<file path="src/rtl/fetch_unit_pkg.sv">
// Shared fetch/branch definitions: default widths, branch opcodes, fetch FSM encoding and a counter-width helper.
package fetch_unit_pkg;

    localparam int PC_W_DEF    = 19;
    localparam int INSTR_W_DEF = 32;

    localparam logic [4:0] OPC_BEQ = 5'b01010;
    localparam logic [4:0] OPC_BNE = 5'b01011;
    localparam logic [4:0] OPC_JMP = 5'b01100;

    typedef enum logic {
        FETCH = 1'b0,
        DRAIN = 1'b1
    } fetch_state_t;

    // Width able to hold 0..depth inclusive.
    function automatic int cnt_w(input int depth);
        return $clog2(depth) + 1;
    endfunction

endpackage

</file>
<file path="src/rtl/fetch_unit_if.sv">
// Fetch-stage bundle: branch redirect in, imem request/response, decode handoff.
// master = fetch_unit side, slave = branch_unit/memory/decode side.
interface fetch_unit_if
    import fetch_unit_pkg::*;
#(
    parameter int PC_W    = PC_W_DEF,
    parameter int INSTR_W = INSTR_W_DEF
) ();

    logic               branch_taken;
    logic [PC_W-1:0]    target_address;
    logic               imem_req_valid;
    logic               imem_req_ready;
    logic [PC_W-1:0]    imem_addr;
    logic               imem_rsp_valid;
    logic [INSTR_W-1:0] imem_rsp_data;
    logic               if_valid;
    logic               if_ready;
    logic [INSTR_W-1:0] if_instr;
    logic [PC_W-1:0]    if_pc;

    modport master (
        input  branch_taken, target_address,
        output imem_req_valid, imem_addr,
        input  imem_req_ready, imem_rsp_valid, imem_rsp_data,
        output if_valid, if_instr, if_pc,
        input  if_ready
    );

    modport slave (
        output branch_taken, target_address,
        input  imem_req_valid, imem_addr,
        output imem_req_ready, imem_rsp_valid, imem_rsp_data,
        input  if_valid, if_instr, if_pc,
        output if_ready
    );

endinterface

</file>
<file path="src/rtl/fetch_fifo.sv">
// Synchronous DEPTH x W FIFO with flush; head visible one cycle after push, zero when empty.
// Push when full is dropped unless a pop frees the slot the same cycle; pop when empty is ignored.
module fetch_fifo
    import fetch_unit_pkg::*;
#(
    parameter int DEPTH = 4,
    parameter int W     = 51
) (
    input  logic                    clk,
    input  logic                    rst,
    input  logic                    flush,
    input  logic                    push,
    input  logic [W-1:0]            push_data,
    input  logic                    pop,
    output logic [cnt_w(DEPTH)-1:0] count,
    output logic [W-1:0]            head,
    output logic                    empty
);

    localparam int AW = $clog2(DEPTH);
    localparam int CW = cnt_w(DEPTH);

    logic [W-1:0]  mem [DEPTH];
    logic [AW-1:0] rd_ptr;
    logic [AW-1:0] wr_ptr;
    logic          do_push;
    logic          do_pop;

    assign empty   = (count == '0);
    assign do_pop  = pop && !empty;
    assign do_push = push && ((count != CW'(DEPTH)) || do_pop);
    assign head    = empty ? '0 : mem[rd_ptr];

    always_ff @(posedge clk) begin
        if (rst || flush) begin
            rd_ptr <= '0;
            wr_ptr <= '0;
            count  <= '0;
        end else begin
            if (do_push) wr_ptr <= wr_ptr + 1'b1;
            if (do_pop)  rd_ptr <= rd_ptr + 1'b1;
            count <= count + CW'(do_push) - CW'(do_pop);
        end
    end

    always_ff @(posedge clk) begin
        if (do_push && !flush && !rst) mem[wr_ptr] <= push_data;
    end

endmodule

</file>
<file path="src/rtl/fetch_unit.sv">
// Instruction fetch: credit-limited imem requests, response FIFO to decode, branch redirect with drain of wrong-path responses.
// Optional FETCH_PERF_CNT_EN adds saturating pop and flush counters.
module fetch_unit
    import fetch_unit_pkg::*;
#(
    parameter int              PC_W     = PC_W_DEF,
    parameter int              INSTR_W  = INSTR_W_DEF,
    parameter int              DEPTH    = 4,
    parameter logic [PC_W-1:0] RESET_PC = '0
) (
    input  logic         clk,
    input  logic         rst,
    fetch_unit_if.master bus
`ifdef FETCH_PERF_CNT_EN
    ,
    output logic [31:0]  perf_fetch_cnt,
    output logic [15:0]  perf_flush_cnt
`endif
);

    localparam int CW = cnt_w(DEPTH);

    fetch_state_t             state;
    logic [PC_W-1:0]          pc;
    logic [CW-1:0]            outstanding;
    logic [CW-1:0]            discard;
    logic [CW-1:0]            redirect_discard;
    logic [CW-1:0]            fifo_count;
    logic                     live;
    logic                     fifo_empty;
    logic                     credit_ok;
    logic                     req_fire;
    logic                     push;
    logic                     pop;
    logic [PC_W-1:0]          rsp_pc;
    logic [PC_W+INSTR_W-1:0]  head;

    // Buffered plus in-flight fetches never exceed DEPTH, so the FIFO cannot overflow.
    assign credit_ok = ({1'b0, fifo_count} + {1'b0, outstanding}) < (CW+1)'(DEPTH);

    // live holds requests off for the first cycle after reset.
    assign bus.imem_req_valid   = live && (state == FETCH) && !bus.branch_taken && credit_ok;
    assign bus.imem_addr        = pc;
    assign req_fire             = bus.imem_req_valid && bus.imem_req_ready;

    // In-flight requests are the consecutive PCs just below pc, so the oldest is pc - outstanding.
    assign rsp_pc           = pc - PC_W'(outstanding);
    assign push             = (state == FETCH) && bus.imem_rsp_valid && !bus.branch_taken;
    assign pop              = bus.if_valid && bus.if_ready && !bus.branch_taken;
    assign redirect_discard = outstanding + discard - CW'(bus.imem_rsp_valid);

    fetch_fifo #(
        .DEPTH (DEPTH),
        .W     (PC_W + INSTR_W)
    ) u_fifo (
        .clk       (clk),
        .rst       (rst),
        .flush     (bus.branch_taken),
        .push      (push),
        .push_data ({rsp_pc, bus.imem_rsp_data}),
        .pop       (pop),
        .count     (fifo_count),
        .head      (head),
        .empty     (fifo_empty)
    );

    assign bus.if_valid               = !fifo_empty;
    assign {bus.if_pc, bus.if_instr}  = head;

    always_ff @(posedge clk) begin
        if (rst) begin
            state       <= FETCH;
            pc          <= RESET_PC;
            outstanding <= '0;
            discard     <= '0;
            live        <= 1'b0;
        end else begin
            live <= 1'b1;
            if (bus.branch_taken) begin
                pc          <= bus.target_address;
                outstanding <= '0;
                discard     <= redirect_discard;
                state       <= (redirect_discard != '0) ? DRAIN : FETCH;
            end else begin
                if (req_fire) pc <= pc + 1'b1;
                case (state)
                    FETCH: begin
                        outstanding <= outstanding + CW'(req_fire)
                                       - CW'(bus.imem_rsp_valid && (outstanding != '0));
                    end
                    DRAIN: begin
                        if (bus.imem_rsp_valid) begin
                            discard <= discard - 1'b1;
                            if (discard == CW'(1)) state <= FETCH;
                        end
                    end
                    default: state <= FETCH;
                endcase
            end
        end
    end

`ifdef FETCH_PERF_CNT_EN
    always_ff @(posedge clk) begin
        if (rst) begin
            perf_fetch_cnt <= '0;
            perf_flush_cnt <= '0;
        end else begin
            if (pop && (perf_fetch_cnt != '1))
                perf_fetch_cnt <= perf_fetch_cnt + 32'd1;
            if (bus.branch_taken && (perf_flush_cnt != '1))
                perf_flush_cnt <= perf_flush_cnt + 16'd1;
        end
    end
`else
    // Pop and flush events are not tallied in this build.
`endif

endmodule

</file>
<file path="src/flat_wrapper.sv">
// flat-port wrapper written by rule: the top's interface ports become plain ports
module fetch_unit_flat import fetch_unit_pkg::*;
#(
    parameter int              PC_W     = PC_W_DEF,
    parameter int              INSTR_W  = INSTR_W_DEF,
    parameter int              DEPTH    = 4,
    parameter logic [PC_W-1:0] RESET_PC = '0
)
  (clk, rst, bus_branch_taken, bus_target_address, bus_imem_req_valid, bus_imem_addr, bus_imem_req_ready, bus_imem_rsp_valid, bus_imem_rsp_data, bus_if_valid, bus_if_instr, bus_if_pc, bus_if_ready);
  fetch_unit_if #(.PC_W(PC_W), .INSTR_W(INSTR_W)) bus_i ();
  input  logic clk;
  input  logic rst;
  input wire logic [$bits(bus_i.branch_taken)-1:0] bus_branch_taken;
  input wire logic [$bits(bus_i.target_address)-1:0] bus_target_address;
  output wire logic [$bits(bus_i.imem_req_valid)-1:0] bus_imem_req_valid;
  output wire logic [$bits(bus_i.imem_addr)-1:0] bus_imem_addr;
  input wire logic [$bits(bus_i.imem_req_ready)-1:0] bus_imem_req_ready;
  input wire logic [$bits(bus_i.imem_rsp_valid)-1:0] bus_imem_rsp_valid;
  input wire logic [$bits(bus_i.imem_rsp_data)-1:0] bus_imem_rsp_data;
  output wire logic [$bits(bus_i.if_valid)-1:0] bus_if_valid;
  output wire logic [$bits(bus_i.if_instr)-1:0] bus_if_instr;
  output wire logic [$bits(bus_i.if_pc)-1:0] bus_if_pc;
  input wire logic [$bits(bus_i.if_ready)-1:0] bus_if_ready;
  assign bus_i.branch_taken = bus_branch_taken;
  assign bus_i.target_address = bus_target_address;
  assign bus_imem_req_valid = bus_i.imem_req_valid;
  assign bus_imem_addr = bus_i.imem_addr;
  assign bus_i.imem_req_ready = bus_imem_req_ready;
  assign bus_i.imem_rsp_valid = bus_imem_rsp_valid;
  assign bus_i.imem_rsp_data = bus_imem_rsp_data;
  assign bus_if_valid = bus_i.if_valid;
  assign bus_if_instr = bus_i.if_instr;
  assign bus_if_pc = bus_i.if_pc;
  assign bus_i.if_ready = bus_if_ready;
  fetch_unit #(.PC_W(PC_W), .INSTR_W(INSTR_W), .DEPTH(DEPTH), .RESET_PC(RESET_PC)) u_core (.clk(clk), .rst(rst), .bus(bus_i));
endmodule
</file>
<file path="config.mk">
export PLATFORM = sky130hd
export DESIGN_NAME = fetch_unit_flat
export DESIGN_NICKNAME = d
export VERILOG_FILES = /design/src/rtl/fetch_unit_pkg.sv /design/src/rtl/fetch_unit_if.sv /design/src/rtl/fetch_fifo.sv /design/src/rtl/fetch_unit.sv /design/src/flat_wrapper.sv
export SDC_FILE = /design/constraint.sdc
export NUM_CORES = 1
export LEC_CHECK = 0
export CAP_MARGIN = 15
export CORE_MARGIN = 2
export CORE_UTILIZATION = 25
export CTS_CLUSTER_DIAMETER = 200
export DETAILED_ROUTE_END_ITERATION = 10
export PLACE_DENSITY = 0.38
export SLEW_MARGIN = 20
export SYNTH_ARGS = -nofsm -noshare
export SYNTH_HDL_FRONTEND = slang
export SYNTH_SLANG_ARGS = --single-unit
export TNS_END_PERCENT = 10
</file>
<file path="constraint.sdc">
create_clock -name clk -period 3.81 [get_ports clk]
set_input_delay 1.143 -clock clk [delete_from_list [all_inputs] [get_ports clk]]
set_output_delay 1.143 -clock clk [all_outputs]
set_load 0.05 [all_outputs]
</file>
# Yosys cells after proc, flatten, opt, wreduce, memory -nomap -nowiden
# Memories as Yosys holds them, arrays and structs flattened. A register that Yosys moved wholly into a read port is not among the register bits.
# Index checks and enable logic that the tools add are counted.
# word_totals
register_bits	34
ram_bits	204
word_cells	67
n_memories	1
# classes
addsub	12
magnitude_cmp	1
eq_ne	2
n_mux	16
n_bitwise	1
reduce_logical	26
# memory_table
name	depth	word_bits	read_ports	rd_clocked_by_memory_dff	wr	line_no	source
u_core.u_fifo.mem	4	51	1	1	1	fetch_fifo.sv:23	logic [W-1:0] mem [DEPTH];
# op_table
cell	count
$mux W51	1
$mux W19	2
$add A19 B1 Y19 const B	1
$sub A19 B3 Y19	1
$logic_and A1 B1 Y1	13
$mux W3	3
$sub A3 B1 Y3	3
$mux W1	8
$add A3 B1 Y3	2
$reduce_bool A2 Y1	3
$reduce_bool A3 Y1	2
$add A2 B1 Y2 const B	2
$add A3 B3 Y4	1
$lt A4 B3 Y1 const B	1
$mux W2	2
$add A3 B3 Y3	1
$eq A3 B1 Y1 const B	1
$logic_not A1 Y1	3
$logic_not A3 Y1	1
$ne A3 B3 Y1 const B	1
$sub A3 B1 Y3 const B	1
$logic_or A1 B1 Y1	2
$reduce_and A2 Y1	1
$reduce_or A2 Y1	1
$not A1 Y1	1

# Longest topological paths before layout
# depth
depth_word	11
mapped_depth	12

# By module
# From an unflattened synthesis, not the netlist that was laid out.
# unflattened
hier_cells	635
area_unflattened_um2	10237.3
# modules_own_cells
module	instances	cells_each	area_per_inst_um2	seq_area_each_um2
fetch_fifo	1	372	8184.1	6306.0
fetch_unit	1	263	2053.2	540.5

# Least setup slack after synthesis
# No wires, ideal clock.
# synth_timing
path_kind	input to register
from	input rst
to	memory u_core.u_fifo.mem[1][0], enable pin
setup_time_ns	0.414
arrival_time_ns	3.142
required_time_ns	3.396
slack_ns	0.254
cell_stages	5
path_buffers	1
cell_sequence	clkbuf_1 -> inv_1 -> nand2_1 -> nor4b_1 -> and2_1
# synth_via
elab_chain_cells	4
# synth_rtl
item	line_no	source
start: declaration	flat_wrapper.sv:12	input logic rst;
$logic_not A1 Y1	fetch_fifo.sv:47	if (do_push && !flush && !rst) mem[wr_ptr] <= push_data;
$logic_and A1 B1 Y1	fetch_fifo.sv:47	
$mux W1	fetch_fifo.sv:47	
$mux W1 (implied by the code)	fetch_fifo.sv:47	
end: declaration	fetch_fifo.sv:23	
# Every way passes these cells.

# Final worst setup path
# layout_timing
from	input bus_branch_taken
to	output bus_imem_req_valid
# layout_via
elab_chain_cells	3
# layout_rtl
item	line_no	source
start: declaration	flat_wrapper.sv:13	input wire logic [$bits(bus_i.branch_taken)-1:0] bus_branch_taken;
$logic_not A1 Y1	fetch_unit.sv:42	assign bus.imem_req_valid = live && (state == FETCH) && !bus.branch_taken && credit_ok;
$logic_and A1 B1 Y1 (2 in a row)	fetch_unit.sv:42	
end: declaration	flat_wrapper.sv:15	output wire logic [$bits(bus_i.imem_req_valid)-1:0] bus_imem_req_valid;
# Every way passes these cells.

==> results_dict.tcl <==
set metrics [dict create \
    outcome "finished clean" \
    ios 129 \
    avgViaCountPerCell 4.57 \
    final_area_um2 13300 \
    drt_iter0_markers 286 \
    min_path_type "register to register" \
    arrival_ns 2.49 \
    synth-edff-count 204 \
    die_area_um2 42900 \
    core_um2 40700 \
    dp_hpwl_um 16800 \
    min_from "u_core.u_fifo.rd_ptr[0]" \
    routed_wl_um 25600 \
    hold_violations 0 \
    grt_setup_unrepaired "no" \
    critical_path_required_ns 2.67 \
    cts_buffer_depth 3 \
    place_congestion 0.764 \
    areaGrowthSynthToFinish_pct 28.8 \
    relSlewSlack_pct 38.3 \
    fillers 3998 \
    dpl.cell_count 1299 \
    critPathLaunchType "input pin" \
    ys_types 50 \
    routedWlPerCell_um 19.0 \
    final_cell_mix "edfxtp_1, clkdlybuf4s50_1, mux4_2, and2_1, buf_4" \
    cts_hold_buf 0 \
    port_buffers 128 \
    place_area_um2 12400 \
    cts_resized 27 \
    ys_seq_elements 240 \
    syn_nets 731 \
    r2r_slack_ns 1.17 \
    max_freq_mhz 275 \
    cts_setup_buffers 0 \
    crit_path_start "bus_branch_taken" \
    antennaDiodeCount 0 \
    ys_warn_count 0 \
    grt_use_total_pct 11.9 \
    rows 74 \
    fin_nets 877 \
    yosysTopAreaCell "edfxtp_1" \
    rr_startpoint "u_core.u_fifo.count[2]" \
    holdPathEnd "u_core.u_fifo.rd_ptr[0]" \
    p_total_w 0.00612 \
    tritoncts.num_buffers 28 \
    synthDominantCellAreaShare_pct 59.5 \
    yosysSeqAreaShare_pct 66.4 \
    min_period_over_period_pct 95.5 \
    cts_sinks 240 \
    layout_commonest_cell "edfxtp_1" \
    overflow 0 \
    tightestPinTransition_ns 0.914 \
    period_needed_ns 3.64 \
    clkTransAtPathRegs_ns 0.06 \
    peakVddDrop_mv 0.250 \
    grt_pass1_wl_um 40100 \
    cellPowerDensity_nw_per_um2 461 \
    hold_depth 2 \
    cts_tree "done" \
    syn_inst 651 \
    grt_max_degree 43 \
    postSynthAreaPerCell_um2 15.8 \
    ant_nets 0 \
    final_layout_size_suffix_gt1_share_pct 19.0 \
    worstPathMaxFanout 5 \
    via_count 6155 \
    h-tree-depth 1 \
    synth_area_leaders "edfxtp_1, mux4_2, dfxtp_1" \
    power.leakage_nw 4.53 \
    drc_errors 0 \
    critical_path_class "input pin to primary output" \
    grt_pass1_vias 6693 \
    die_w_um 207 \
    antenna_found_initial 0 \
    setup.worst_path.end_class "primary output" \
    maxCapViolCount 0 \
    rr_worst_depth 12 \
    r2r_end "u_core.u_fifo.count[2]" \
    holdWs_ns 0.551 \
    synthFlopType "edfxtp_1" \
    synthesis.area_um2 10300 \
    dr.pass1.iters 4 \
    initial_core_util_pct 25.3 \
    layoutNonFillerInstCount 1348 \
    die_height_um 207 \
    finalSetupViolCount 0 \
    clk_latency_ns 0.53 \
    cts-root-buf "clkbuf_16" \
    tns_ns 0 \
    timing.final.max_slew_violations 0 \
    worst_clock_skew_ns 0.00936 \
    async_reset_ff_share_pct 0 \
]
[worst max-delay path, stage by stage]
cell and delay [ns]:
clkdlybuf4s50_1 0.55, nor4_4 0.39, and3_1 0.26, buf_12 0.15
[registers in the layout (all words and copies together), names as in the netlist, named ones only]
signal / cells
u_core.u_fifo.rd_ptr: 2
u_core.u_fifo.mem: 204
u_core.u_fifo.count: 3
u_core.live: 1
u_core.outstanding: 3
u_core.discard: 3
u_core.state: 1
u_core.u_fifo.wr_ptr: 2
u_core.bus.imem_addr: 19
[worst max path at each step]
stage	endpoint	slack (ns)	cells after the start
3_3_place_gp	u_core.u_fifo.mem[2][6]	0.10	8
5_1_grt	bus_if_valid	0.11	3
4_1_cts	bus_if_instr[25]	0.007	4
3_5_place_dp	u_core.u_fifo.mem[2][21]	0.14	8
2_1_floorplan	u_core.u_fifo.mem[1][0]	0.25	5
6_report	bus_imem_req_valid	0.17	4
[final cells by class]
class | count | area, um^2 | share of cell area, %
flip-flops and latches | 240 | 6850 | 51.6
multi-input cells | 342 | 3180 | 23.9
repair buffers | 159 | 1590 | 12.0
clock buffers | 34 | 744 | 5.61
well taps | 532 | 666 | 5.02
clock inverters | 15 | 144 | 1.08
inverters | 26 | 97.6 | 0.735
[power by group]
group / internal, W / leakage, nW / switching [W] / total (W)
Sequential: 0.00291 / 2.15 / 0.0000527 / 0.00296
Clock: 0.00157 / 0.441 / 0.00101 / 0.00258
Combinational: 0.000229 / 1.94 / 0.000341 / 0.000570
Total: 0.00471 / 4.53 / 0.00140 / 0.00612
[cells by family (layout without fill, tap and decap cells)]
family / Yosys count / count (layout) / share of synthesized area [%]
multiplexers: 54 / 54 / 11.4
XOR/XNOR: 26 / 26 / 2.21
AND/OR/NAND/NOR: 180 / 180 / 10.1
buffers and inverters: 69 / 234 / 2.78
flip-flops: 240 / 240 / 66.4
adder cells (fa/ha/maj): 23 / 23 / 3.08
AO/OA/AOI/OAI: 59 / 59 / 3.98
[synthesized netlist by cell type (all sizes together) (8+ instances only)]
| cell | n |
|---|---|
| nand2 | 34 |
| nand4 | 12 |
| or4 | 11 |
| clkbuf | 27 |
| nor2 | 22 |
| and2 | 55 |
| buf | 16 |
| ha | 19 |
| inv | 24 |
| edfxtp | 204 |
| a31oi | 8 |
| mux4 | 51 |
| dfxtp | 36 |
| a21oi | 13 |
| nand3 | 10 |
| xor2 | 8 |
| xnor2 | 18 |
[layer usage]
metal  global-route usage [%]  vias up  wire length [um]
li1                         -     2811                 -
met1                     16.2     3143             11800
met2                     19.6      169             12000
met3                     2.44       32              1380
met4                     2.64        0               391
met5                        0        -                 0
[metrics by stage]
step / util [%] / setup WS, ns
after CTS: 32.5 / 0.00731
after floorplan: - / 0.254
after detailed placement: 30.5 / 0.142
after global routing: 32.6 / 0.115
after global placement: 30.5 / 0.102
final: 32.6 / 0.173
No activity file was read; power rests on OpenSTA's default activity.
